File: src/rtl/parking_occupancy_display.sv
// Parking occupancy counter with a two-digit multiplexed 7-segment display.
// Optional overflow/underflow alarm: enabled by defining PARKING_OVERFLOW_ALARM_EN.
module parking_occupancy_display #(
    parameter int unsigned CAPACITY     = 15,
    parameter int unsigned REFRESH_DIV  = 4,
    parameter int unsigned ALARM_CYCLES = 500
) (
    input  logic       clk,
    input  logic       rst_n,
    input  logic       s,
    input  logic       r,
    output logic [6:0] count,
    output logic       full,
    output logic       empty,
    output logic [6:0] seg,
    output logic [1:0] an,
    output logic       alarm
);

    localparam logic [6:0] CAP      = 7'(CAPACITY);
    localparam logic [7:0] REF_LAST = 8'(REFRESH_DIV - 1);

    logic [6:0] r_count;
    logic [7:0] r_refresh;
    logic [1:0] r_an;

    logic       w_inc;
    logic       w_dec;
    logic       w_viol;
    logic [3:0] w_tens;
    logic [3:0] w_units;
    logic [6:0] w_tens_x10;

    function automatic logic [6:0] seg_pattern(input logic [3:0] d);
        logic [6:0] p;
        case (d)
            4'd0:    p = 7'b0111111;
            4'd1:    p = 7'b0000110;
            4'd2:    p = 7'b1011011;
            4'd3:    p = 7'b1001111;
            4'd4:    p = 7'b1100110;
            4'd5:    p = 7'b1101101;
            4'd6:    p = 7'b1111101;
            4'd7:    p = 7'b0000111;
            4'd8:    p = 7'b1111111;
            4'd9:    p = 7'b1101111;
            default: p = 7'b0000000;
        endcase
        return p;
    endfunction

    // Simultaneous s and r cancel each other and are never a violation.
    assign w_inc  = s & ~r & (r_count != CAP);
    assign w_dec  = r & ~s & (r_count != 7'd0);
    assign w_viol = (s & ~r & (r_count == CAP)) | (r & ~s & (r_count == 7'd0));

    always_ff @(posedge clk) begin
        if (!rst_n) begin
            r_count <= 7'd0;
        end else if (w_inc) begin
            r_count <= r_count + 7'd1;
        end else if (w_dec) begin
            r_count <= r_count - 7'd1;
        end
    end

    always_ff @(posedge clk) begin
        if (!rst_n) begin
            r_refresh <= 8'd0;
            r_an      <= 2'b01;
        end else if (r_refresh == REF_LAST) begin
            r_refresh <= 8'd0;
            r_an      <= {r_an[0], r_an[1]};
        end else begin
            r_refresh <= r_refresh + 8'd1;
        end
    end

    // Tens by threshold compare (count <= 99), units by subtraction.
    always_comb begin
        w_tens = 4'd0;
        for (int i = 1; i <= 9; i++) begin
            if (r_count >= 7'(10 * i)) begin
                w_tens = 4'(i);
            end
        end
    end

    assign w_tens_x10 = 7'(w_tens) * 7'd10;
    assign w_units    = 4'(r_count - w_tens_x10);

    always_comb begin
        if (!rst_n) begin
            seg = seg_pattern(4'd0);
        end else if (r_an == 2'b10) begin
            seg = (w_tens == 4'd0) ? 7'b0000000 : seg_pattern(w_tens);
        end else begin
            seg = seg_pattern(w_units);
        end
    end

    assign count = r_count;
    assign an    = r_an;
    assign full  = rst_n & (r_count == CAP);
    assign empty = ~rst_n | (r_count == 7'd0);

`ifdef PARKING_OVERFLOW_ALARM_EN
    localparam logic [15:0] ALARM_LEN = 16'(ALARM_CYCLES);

    logic [15:0] r_alarm_timer;
    logic        r_alarm;

    // Timer holds the remaining high cycles including the current one.
    always_ff @(posedge clk) begin
        if (!rst_n) begin
            r_alarm_timer <= 16'd0;
            r_alarm       <= 1'b0;
        end else if (w_viol) begin
            r_alarm_timer <= ALARM_LEN;
            r_alarm       <= 1'b1;
        end else if (r_alarm_timer != 16'd0) begin
            r_alarm_timer <= r_alarm_timer - 16'd1;
            r_alarm       <= (r_alarm_timer != 16'd1);
        end else begin
            r_alarm       <= 1'b0;
        end
    end

    assign alarm = r_alarm;
`else
    logic w_unused_viol;
    assign w_unused_viol = w_viol;
    assign alarm         = 1'b0;
`endif

endmodule
File: config.mk
export PLATFORM = sky130hd
export DESIGN_NAME = parking_occupancy_display
export DESIGN_NICKNAME = d
export VERILOG_FILES = /design/src/rtl/parking_occupancy_display.sv
export SDC_FILE = /design/constraint.sdc
export NUM_CORES = 1
export LEC_CHECK = 0
export ABC_AREA = 1
export CAP_MARGIN = 20
export CELL_PAD_IN_SITES_DETAIL_PLACEMENT = 0
export CELL_PAD_IN_SITES_GLOBAL_PLACEMENT = 1
export CORE_UTILIZATION = 35
export DETAILED_ROUTE_END_ITERATION = 10
export GPL_TIMING_DRIVEN = 0
export PLACE_DENSITY_LB_ADDON = 0.1
export SLEW_MARGIN = 10
export SYNTH_ARGS = -nofsm -noshare
export SYNTH_HDL_FRONTEND = slang
export SYNTH_SLANG_ARGS = --single-unit
File: constraint.sdc
create_clock -name clk -period 3.05 [get_ports clk]
set_clock_uncertainty 0.2 [all_clocks]
set_input_delay 0.4575 -clock clk [delete_from_list [all_inputs] [get_ports clk]]
set_output_delay 0.4575 -clock clk [all_outputs]
set_load 0.01 [all_outputs]
==> results.rst <==
.. list-table::
   :header-rows: 1

   * - Metric
     - Value
   * - Status
     - complete, but fails checks
   * - Violations in the final reports
     - setup timing
   * - CP peak stage delay
     - 0.37 ns
   * - Number of DRC violations after detailed routing
     - 0
   * - Power Density
     - 1010 nW/um^2
   * - Pin count of the biggest net entering global routing
     - 11
   * - Number of unique standard cell types used by synthesis
     - 41
   * - Cells traversed along the worst timing path
     - buf_8 -> buf_4 -> nand2_1 -> inv_1 -> o21ai_0 -> nand2_2 -> nand2_4 -> nand2_8 -> ha_4 -> fa_2 -> xnor2_4 -> xor2_4 -> nand3_2 -> buf_6 -> nand3_2 -> nand2_1 -> nand2_1 -> nand2_2 -> buf_6
   * - Full die area
     - 5060 sq um
   * - Summed instance area of the synthesized netlist
     - 1670 sq um
   * - Area share of the leading cell type in the synthesized netlist
     - 20.3%
   * - Area share of xor/xnor cells in the synthesized design
     - 4.86%
   * - Max Clk Rate
     - 284 MHz
   * - Nets in the synthesized netlist
     - 266
   * - CP bufs+invs
     - 5
   * - Nets
     - 315
   * - CP required
     - 2.39 ns
   * - Multiplexer share of the synthesized area
     - 0%
   * - CTS tree
     - yes
   * - Setup crit end
     - seg[0]
   * - Row cnt
     - 24
   * - GRT Overall Usage
     - 17.8%
   * - Placeable core area
     - 4470 sq um
   * - Cell types with the largest area share after synthesis
     - sky130_fd_sc_hd__dfxtp_1 20%, sky130_fd_sc_hd__ha_1 12%, sky130_fd_sc_hd__nand2_1 12%, sky130_fd_sc_hd__a21oi_1 7.2%, sky130_fd_sc_hd__inv_1 6.7%
   * - Total of endpoints with negative setup slack in the final report
     - 7
   * - Routability Congestion
     - 0.762
   * - Max H-tree Level
     - 1
   * - Maximum Capacitance Violations
     - 0
   * - Endpoint of the lowest-slack register-to-register path
     - count[6]
   * - Crit path from
     - count[4]
   * - Average via count per standard cell
     - 4.98
   * - First-pass iteration count of the detailed router
     - 4
   * - Synthesized area per cell
     - 6.86 sq um
   * - Num CTS Buffers
     - 3
   * - Number of placed I/O pins
     - 23
   * - X dimension of the die
     - 71.2 um
   * - First-pass GRT wire length
     - 7180 um
   * - Worst Path Class, Setup
     - reg2out
   * - Iteration-0 DRC Markers
     - 72
   * - Number of max-slew violations in the final report
     - 0
   * - Initial antenna violation count
     - 0
   * - Antenna viol nets, final
     - 0
   * - Latest clock arrival within the worst-skew pair
     - 0.25 ns
   * - Tcrit/Tclk final
     - 115%
   * - Cell at the root of the clock tree
     - sky130_fd_sc_hd__clkbuf_8
   * - Share of flip-flops with an asynchronous set or reset after synthesis
     - 0%
   * - Crit path max fanout
     - 8
   * - Largest family of logic cells by synthesized area
     - simple AND/OR/NAND/NOR gates
   * - Most used DFF post-synth
     - sky130_fd_sc_hd__dfxtp_1
   * - Area used by multi-input combinational logic
     - 1330 sq um
   * - Library cell contributing the largest single delay on the critical path
     - sky130_fd_sc_hd__fa_2
   * - HPWL after DPL
     - 3050 um
   * - Pre-CTS worst setup slack
     - -0.835 ns
   * - Area of all sequential standard cells
     - 358 sq um
   * - CP startpoint kind
     - flip-flop
   * - Critical Path Most Common Cell
     - sky130_fd_sc_hd__nand2_1
   * - Detailed-route wire length per cell
     - 11.7 um
   * - Kind of capture point of the worst setup path
     - output pin
   * - Most common cell after layout, fill and taps aside
     - sky130_fd_sc_hd__nand2_1
   * - Maximum root-to-sink buffer count
     - 2
   * - Number of fill cells
     - 452
   * - Leakage dissipation
     - 1.11 nW
   * - Cell count after synthesis
     - 244
   * - Clock sink total
     - 17
   * - Initial standard-cell utilization of the core
     - 37.4%
   * - Kind of cell adding the most delay to the critical path
     - simple AND/OR/NAND/NOR gates
   * - Register area share after synthesis
     - 20.3%
   * - Post-synthesis cell type with the largest combined area
     - sky130_fd_sc_hd__dfxtp_1
   * - Path depth of the worst reg2reg path
     - 15
   * - Fraction of the mapped netlist area in adder cells
     - 14.3%
   * - Height of the die
     - 71.2 um
   * - Fraction of the mapped netlist area in simple logic gates
     - 32.4%
   * - GR Overflow Total
     - 0
   * - Complex-gate fraction of the synthesized area
     - 17.9%
   * - Diode insertion count for antenna repair
     - 0
   * - Clock transition time at the flip-flop clock pins of the worst setup and hold paths
     - 0.07 ns
   * - Vias after detailed routing
     - 1712
   * - # port buffers
     - 21
   * - RSZ-0062 raised after global routing
     - yes
   * - Layout-stage area growth over the synthesis result
     - 41.2%
   * - Fraction of final layout cells sized beyond drive strength 1
     - 31.8%
   * - # hold bufs at CTS
     - 0
   * - Startpoint of the most critical register-to-register path
     - count[5]
   * - Time the final worst path needs with I/O delays and setup
     - 3.52 ns
   * - Fin. Hold Viols
     - 0
   * - Top library cells by usage in the layout, fill and taps aside
     - 44 x sky130_fd_sc_hd__nand2_1, 29 x sky130_fd_sc_hd__inv_1, 22 x sky130_fd_sc_hd__a21oi_1
   * - Final Total Pwr
     - 2.39 mW
   * - Final critical-path setup slack
     - -0.465 ns
   * - Number of flops mapped to enable cells by yosys
     - 0
   * - Seq cells post-synth
     - 17
   * - Critical path depth in cells
     - 19
   * - Worst supply voltage drop on vdd
     - 0.423 mV
   * - Aggregate routed wire length
     - 4010 um
   * - Count of warnings emitted by yosys
     - 0
   * - Via count of the first global-routing pass
     - 1624
   * - Hold Path Class
     - reg2reg
   * - Worst reg2reg setup slack
     - 0.44 ns
   * - Worst path arrival time
     - 2.86 ns
where the power goes:
| part | total (mW) | switching [mW] | internal [mW] |
|---|---|---|---|
| combinational | 1.95 | 1.06 | 0.893 |
| clock | 0.165 | 0.0745 | 0.0905 |
| sequential | 0.280 | 0.0289 | 0.251 |
flip-flops by register name, summed over array words and instances (netlist names):
register / cells
r_refresh: 8
an: 2
count: 7
through the flow:
| step | hold slack [ns] | utilization (%) | setup TNS, ns | cell area (sq um) | instances |
|---|---|---|---|---|---|
| after floorplan | 0.218 | - | -0.838 | 1720 | 244 |
| after global placement | 0.231 | 44.5 | -5.51 | 1990 | 317 |
| after detailed placement | 0.249 | 44.5 | -5.54 | 1990 | 317 |
| after CTS | 0.264 | 50.9 | -4.01 | 2280 | 341 |
| after global routing | 0.291 | 52.8 | -4.55 | 2360 | 344 |
| final | 0.261 | 52.8 | -3.15 | 2360 | 344 |
per-layer routing:
layer  vias to the layer above  global-route usage (%)  share of wire, %
met5                         -                       0                 0
met1                       774                    23.1                48
met2                        25                    30.2                47
met4                         0                    7.11               3.1
li1                        899                       -                 -
met3                        14                    1.71               2.1
kinds of logic (layout without fill, tap and decap cells):
family / count (synthesis) / after routing
other cells: 1 / 1
xor+xnor: 5 / 5
buf+inv: 40 / 88
fa+ha+maj: 18 / 18
flops: 17 / 17
compound gates: 51 / 51
simple gates: 112 / 112
worst min path at each step:
stage                            start           end  slack, ns  cells after the start
after floorplan           r_refresh[0]  r_refresh[0]       0.22                      1
after global placement    r_refresh[0]  r_refresh[0]       0.23                      1
after detailed placement  r_refresh[0]  r_refresh[0]       0.25                      1
final                     r_refresh[0]  r_refresh[0]       0.26                      1
after global routing      r_refresh[0]  r_refresh[0]       0.29                      1
after CTS                 r_refresh[0]  r_refresh[0]       0.26                      1
final cells by class:
| cell class | instances | area share (%) |
|---|---|---|
| buffer | 4 | 1.75 |
| clock buffer | 3 | 1.75 |
| clock inverter | 1 | 0.212 |
| inverter | 36 | 6.25 |
| multi-input combinational | 187 | 56.1 |
| sequential | 17 | 15.1 |
| tap | 52 | 2.75 |
| timing repair buffer | 44 | 16.1 |
worst reg2reg max path: cells and delay by family (launching register included):
kind	cells	cell delay, ns
AO/OA/AOI/OAI	3	0.52
adder cells (fa/ha/maj)	1	0.34
buffers and inverters	2	0.19
flip-flops	1	0.36
AND/OR/NAND/NOR	9	0.91
synthesized netlist by cell type, types with 2 or more instances:
library cell / count
sky130_fd_sc_hd__nand2_1: 53
sky130_fd_sc_hd__inv_1: 30
sky130_fd_sc_hd__a21oi_1: 24
sky130_fd_sc_hd__nor2_1: 18
sky130_fd_sc_hd__dfxtp_1: 17
sky130_fd_sc_hd__nand3_1: 17
sky130_fd_sc_hd__ha_1: 16
sky130_fd_sc_hd__o21ai_0: 14
sky130_fd_sc_hd__inv_2: 5
sky130_fd_sc_hd__nand2_4: 4
sky130_fd_sc_hd__nand2_2: 3
sky130_fd_sc_hd__nor3_1: 3
sky130_fd_sc_hd__xnor2_1: 3
sky130_fd_sc_hd__fa_1: 2
sky130_fd_sc_hd__nand4_1: 2
sky130_fd_sc_hd__nor2_2: 2
sky130_fd_sc_hd__nor3b_1: 2
sky130_fd_sc_hd__nor4_1: 2
sky130_fd_sc_hd__o21a_1: 2
sky130_fd_sc_hd__o21ai_2: 2
sky130_fd_sc_hd__o21bai_1: 2
sky130_fd_sc_hd__or2_2: 2
timing repair:
action | 4_1_cts | 5_1_grt
endpoints found under the setup margin | 7 | 7
setup buffers | 20 | 3
pin swaps | 16 | 15
gates resized for setup | 61 | 12
Note: power is estimated with default switching activity, not from simulation.
